File: src/rtl/fifo_burst_reader.sv
// fifo_burst_reader: drains BURST_LEN-word bursts from an async FIFO
// read port into a registered valid/ready stream once a grant is held.
//
// Ports:
//   rd_clk, rd_rst       : read clock, async active-high reset
//   fifo_rd_en           : pop strobe to the FIFO
//   fifo_rd_data         : FIFO read data
//   fifo_empty           : FIFO empty flag
//   fifo_rd_data_count   : FIFO occupancy in read words
//   burst_req, burst_ack : downstream burst slot request / grant
//   m_valid, m_ready     : stream handshake
//   m_data, m_last       : stream payload, final-word marker
//   busy                 : any state other than IDLE
//   burst_done           : one-cycle pulse after the final handshake
//
// Build option: FIFO_FWFT_EN selects a first-word-fall-through FIFO;
// left undefined, read data arrives one cycle after the pop.

module fifo_burst_reader #(
  parameter int RD_WIDTH        = 32,
  parameter int RD_CNT_WIDTH    = 11,
  parameter int BURST_LEN       = 16,
  parameter int BURST_CNT_WIDTH = 5
) (
  input  logic                    rd_clk,
  input  logic                    rd_rst,
  output logic                    fifo_rd_en,
  input  logic [RD_WIDTH-1:0]     fifo_rd_data,
  input  logic                    fifo_empty,
  input  logic [RD_CNT_WIDTH-1:0] fifo_rd_data_count,
  output logic                    burst_req,
  input  logic                    burst_ack,
  output logic                    m_valid,
  input  logic                    m_ready,
  output logic [RD_WIDTH-1:0]     m_data,
  output logic                    m_last,
  output logic                    busy,
  output logic                    burst_done
);

  typedef enum logic [1:0] {
    IDLE,
    REQ,
    XFER,
    DONE
  } state_t;

  localparam logic [BURST_CNT_WIDTH-1:0] BL_C =
    BURST_CNT_WIDTH'(BURST_LEN);
  localparam logic [RD_CNT_WIDTH-1:0] BL_CNT =
    RD_CNT_WIDTH'(BURST_LEN);
  localparam logic [BURST_CNT_WIDTH-1:0] ONE_C =
    BURST_CNT_WIDTH'(1);

  state_t                     state;
  logic [BURST_CNT_WIDTH-1:0] rd_remain;
  logic [BURST_CNT_WIDTH-1:0] tx_remain;

  // m_data/m_valid form the head entry, skid holds the second one
  logic [1:0]          occ;
  logic [RD_WIDTH-1:0] skid;

  logic       inflight;
  logic       cap;
  logic       hs;
  logic [2:0] pend;
  logic       credit;

`ifdef FIFO_FWFT_EN
  // Data is presented with the pop, so nothing is ever outstanding
  assign inflight = 1'b0;
  assign cap      = fifo_rd_en;
`else
  // One pop may be outstanding; its data lands on the next edge
  always_ff @(posedge rd_clk or posedge rd_rst) begin
    if (rd_rst) begin
      inflight <= 1'b0;
    end else begin
      inflight <= fifo_rd_en;
    end
  end
  assign cap = inflight;
`endif

  assign hs   = m_valid & m_ready;
  assign pend = {1'b0, occ} + {2'b00, inflight};

  // A slot freed by this cycle's handshake may be reused at once,
  // which keeps one word per cycle flowing with m_ready high
  assign credit = pend < (3'd2 + {2'b00, hs});

  assign fifo_rd_en = (state == XFER)
                    & (rd_remain != '0)
                    & ~fifo_empty
                    & credit;

  assign m_last = m_valid & (tx_remain == ONE_C);

  always_ff @(posedge rd_clk or posedge rd_rst) begin
    if (rd_rst) begin
      occ     <= 2'd0;
      m_valid <= 1'b0;
      m_data  <= '0;
      skid    <= '0;
    end else begin
      unique case (occ)
        2'd0: begin
          if (cap) begin
            m_data  <= fifo_rd_data;
            m_valid <= 1'b1;
            occ     <= 2'd1;
          end
        end
        2'd1: begin
          if (hs && cap) begin
            m_data <= fifo_rd_data;
          end else if (hs) begin
            m_valid <= 1'b0;
            occ     <= 2'd0;
          end else if (cap) begin
            skid <= fifo_rd_data;
            occ  <= 2'd2;
          end
        end
        2'd2: begin
          // credit forbids a capture here unless the head leaves
          if (hs) begin
            m_data <= skid;
            if (cap) begin
              skid <= fifo_rd_data;
            end else begin
              occ <= 2'd1;
            end
          end
        end
        default: begin
          occ <= 2'd0;
        end
      endcase
    end
  end

  always_ff @(posedge rd_clk or posedge rd_rst) begin
    if (rd_rst) begin
      state      <= IDLE;
      burst_req  <= 1'b0;
      busy       <= 1'b0;
      burst_done <= 1'b0;
      rd_remain  <= '0;
      tx_remain  <= '0;
    end else begin
      if (fifo_rd_en) begin
        rd_remain <= rd_remain - ONE_C;
      end
      if (hs && (tx_remain != '0)) begin
        tx_remain <= tx_remain - ONE_C;
      end
      unique case (state)
        IDLE: begin
          if (fifo_rd_data_count >= BL_CNT) begin
            state     <= REQ;
            burst_req <= 1'b1;
            busy      <= 1'b1;
          end
        end
        REQ: begin
          if (burst_ack) begin
            state     <= XFER;
            burst_req <= 1'b0;
            rd_remain <= BL_C;
            tx_remain <= BL_C;
          end
        end
        XFER: begin
          if (hs && (tx_remain == ONE_C)) begin
            state      <= DONE;
            burst_done <= 1'b1;
          end
        end
        DONE: begin
          state      <= IDLE;
          burst_done <= 1'b0;
          busy       <= 1'b0;
        end
        default: begin
          state <= IDLE;
        end
      endcase
    end
  end

endmodule

File: config.mk
export PLATFORM = sky130hd
export DESIGN_NAME = fifo_burst_reader
export DESIGN_NICKNAME = d
export VERILOG_FILES = /design/src/rtl/fifo_burst_reader.sv
export SDC_FILE = /design/constraint.sdc
export NUM_CORES = 1
export LEC_CHECK = 0
export BUFFER_PORTS_ARGS = -buffer_cell sky130_fd_sc_hd__buf_2
export CORE_MARGIN = 2
export CORE_UTILIZATION = 59
export CTS_BUF_LIST = sky130_fd_sc_hd__clkbuf_4 sky130_fd_sc_hd__clkbuf_8 sky130_fd_sc_hd__clkbuf_16
export DETAILED_ROUTE_END_ITERATION = 10
export PLACE_DENSITY = 0.94
export REMOVE_ABC_BUFFERS = 1
export SETUP_SLACK_MARGIN = 0.3
export SYNTH_ARGS = -nofsm -noshare
export SYNTH_HDL_FRONTEND = slang
export SYNTH_SLANG_ARGS = --single-unit
File: constraint.sdc
create_clock -name rd_clk -period 6.77 [get_ports rd_clk]
set_input_delay 0.3385 -clock rd_clk [delete_from_list [all_inputs] [get_ports rd_clk]]
set_output_delay 0.3385 -clock rd_clk [all_outputs]
set_load 0.02 [all_outputs]
==> flow_summary_export.csv <==
group,metric,value,unit
place,portBuffers,81,
critical_path,crit_type,"reg -> out",
drt,viasPerCell,5.41,
pwr,p_clk_share,17.6,%
status,outcome,"finished clean",
place,place_inst,458,
pwr,seq_power_share,39.3,%
pwr,p_leak,0.00240,uW
global_route,first_global_vias,2789,
die,initial_core_util,60.9,%
clock_tree,worstSkewPairLatency,350,ps
pwr,power.density,473,nW/um^2
pwr,finalPower,2270,uW
timing,fmax,0.376,GHz
synth,ys_seq_area_share,50.2,%
layout,antennaDiodeCount,0,
global_route,grt_pass1_wl,12.7,mm
drt,wirelength,7.74,mm
layout,nets,432,
critical_path,path_delay_family,"compound AO/OA/AOI/OAI gates",
drt,first_pass_iters,4,
die,num_rows,30,
layout,design_area,4800,um^2
timing,rsz0062_at_grt,"no",
global_route,globalRouteOverflowTotal,0,
synth,synth.avg_cell_area,14.3,um^2
pwr,switchingPower,816,uW
place,post_dp_cell_area,4580,um^2
drt,wl_met3,197,um
run,max_cap_viol_count,0,
clock_tree,cts_hold_buffers,0,
clock_tree,cts_buffers,9,
global_route,grt_start_max_net_pins,84,
synth,ys_types,41,
synth,synth_seq_cells,83,
die,dieArea,7700,um^2
timing,hold_viol,0,
synth,yosys-top-cells-area,"dfrtp_1 (50%), mux2_2 (15%), mux2_4 (14%), ha_1 (3.3%), buf_6 (2.7%)",
timing,tightest_slew,1100,ps
synth,synth_top_cell_area_share,50.2,%
clock_tree,post_cts_resized,0,
layout,layout-drive-gt1-share,55.0,%
drt,drt-initial-drc-count,100,
layout,final_cells,474,
critical_path,cp_data_required_time,6430,ps
critical_path,crit_arrival,2320,ps
place,place_congestion,0.815,
timing,setup_viol,0,
critical_path,critPathBufInv,1,
die,core,6790,um^2
critical_path,regToRegSetupSlack,4350,ps
die,io-pin-count,86,
layout,num-fill-cells,477,
timing,drv_slew,0,
pwr,p_int,1460,uW
drt,dr_wl_met2,4.29,mm
drt,vias,2566,
timing,holdWs,218,ps
drt,route.detailed.drc,0,
place,place_hpwl,5.33,mm
timing,slew_headroom,26.5,%
clock_tree,postCtsSetupRepairBufs,0,
clock_tree,clock_path_buffers,2,
die,die_y,87.8,um
synth,yosysTopAreaCell,"dfrtp_1",
global_route,grt_usage,21.5,%
critical_path,start_kind,"flop",
timing,period_minus_slack,2660,ps
drt,wire_per_inst,16.3,um
clock_tree,numClockSinks,83,
layout,area_delta_synth_final,16.0,%
synth,yosysWarningCount,0,
clock_tree,cts_root_buf,"clkbuf_8",
timing,skew,10.6,ps
synth,netlist_area,4140,um^2
critical_path,cpMaxStageDelayCell,"a2111oi_4",
timing,period_share,39.3,%
drt,met1_length,3.11,mm
hold_path,hold_path_class,"in -> reg",
critical_path,crit_chain,"ha_1, nand3b_2, a2111oi_4, buf_2",
global_route,antenna_found_initial,0,
clock_tree,clkSlewWorstSetupHoldPaths,90,ps
clock_tree,cts_tree,"yes",
clock_tree,h-tree-depth,3,
synth,syn_inst,290,
pwr,p_comb_share,43.1,%
timing,finalSetupTns,0,ps
critical_path,cp_max_fo,10,
pwr,peakVddDrop,255,uV
critical_path,endpoint_kind,"output pin",
critical_path,slowest_delay,640,ps
drt,ant_nets,0,
drt,top_layer,"met4",
pwr,power.share.switching,35.9,%
die,die_x,87.8,um
==> cell usage after synthesis (all sizes together) <==
cell type	instances
mux2	97
dfrtp	83
nor2	13
buf	12
ha	11
inv	11
a21oi	7
o21ai	7
nand2	6
and2	4
nand2b	3
nand3	3
nor3b	3
o22ai	3
xnor2	3
a211oi	2
a31o	2
nor3	2
nor4b	2
or4b	2
xor2	2
a2111oi	1
a21boi	1
a2bb2oi	1
and3	1
nand3b	1
nand4	1
nor2b	1
o31ai	1
o32a	1
o41ai	1
or2	1
or4	1
==> final timing paths <==
| check | startpoint | to | depth (start not counted) |
|---|---|---|---|
| worst max-delay path | occ[0]$_DFFE_PP0P_ | fifo_rd_en | 4 |
| worst min-delay path | fifo_empty | cap$_DFF_PP0_ | 2 |
| worst max register to register | m_valid$_DFFE_PP0P_ | m_data[4]$_DFFE_PP0P_ | 4 |
| worst min register to register | m_data[11]$_DFFE_PP0P_ | m_data[11]$_DFFE_PP0P_ | 1 |
| max in group asynchronous | rd_rst | skid[18]$_DFFE_PP0P_ | 3 |
| min in group asynchronous | rd_rst | m_data[21]$_DFFE_PP0P_ | 3 |
==> area by class of cell <==
class                           count  area, um^2  area share [%]
Inverter                           11        42.5           0.886
Multi-Input combinational cell    184        1910            39.8
Clock inverter                      6        87.6            1.82
Tap cell                           96         120            2.50
Timing Repair Buffer               84         428            8.91
Clock buffer                       10         138            2.87
Sequential cell                    83        2080            43.3
==> state kept, by name (all words and copies together), names as in the netlist, 2 cells and up <==
name       flops
tx_remain      5
occ            2
rd_remain      5
m_data        32
skid          32
state          2
==> metrics by stage <==
step | utilization [%] | setup WS, ps
global route | 70.7 | 3960
finish | 70.7 | 4110
global placement | 67.4 | 4370
detailed placement | 67.4 | 4310
CTS | 70.7 | 4100
floorplan | - | 4190
==> cell families after synthesis <==
logic type                 share of synthesized area [%]
muxes                                               29.9
DFF                                                 50.2
and+or+nand+nor                                     6.20
AOI/OAI and AO/OA                                   5.38
buffers and inverters                               3.93
adders and majority gates                           3.33
xor gates and xnor gates                            1.06
==> power by group through the flow <==
stage          logic, uW  clock network [uW]  registers, uW
2_1_floorplan        618                   0            997
3_3_place_gp         942                   0            875
3_5_place_dp         991                   0            901
4_1_cts              994                 407            893
5_1_grt             1070                 430            922
6_report             979                 399            894
==> worst reg2reg max path, delay by kind of cell (launching register included) <==
family	cells	cell delay, ps
compound gates	2	1070
mux	1	460
flops	1	460
simple gates	1	320
==> layer usage <==
layer	up-vias	GRT usage [%]
met5	-	0
met4	0	9.79
met3	12	3.30
met2	53	39.0
met1	1301	25.0
li1	1200	-
==> cells in the final DEF (no fill, tap or decap), types with 2 or more instances in the layout <==
| cell type | count |
|---|---|
| nand3_1 | 3 |
| mux2_1 | 2 |
| and2_1 | 4 |
| nand2b_1 | 2 |
| xnor2_1 | 3 |
| nor3b_1 | 2 |
| nor3_1 | 2 |
| o21ai_0 | 6 |
| xor2_1 | 2 |
| o22ai_1 | 2 |
| a211oi_1 | 2 |
| or4b_1 | 2 |
| nor2_1 | 13 |
| clkinv_2 | 3 |
| ha_1 | 11 |
| a21oi_1 | 6 |
| nor4b_1 | 2 |
| mux2_4 | 39 |
| a31o_2 | 2 |
| dfrtp_1 | 83 |
| bufinv_16 | 2 |
| clkbuf_8 | 10 |
| inv_1 | 10 |
| nand2_1 | 6 |
| buf_4 | 3 |
| mux2_2 | 56 |
| buf_2 | 81 |
Note: power is estimated with default switching activity, not from simulation.
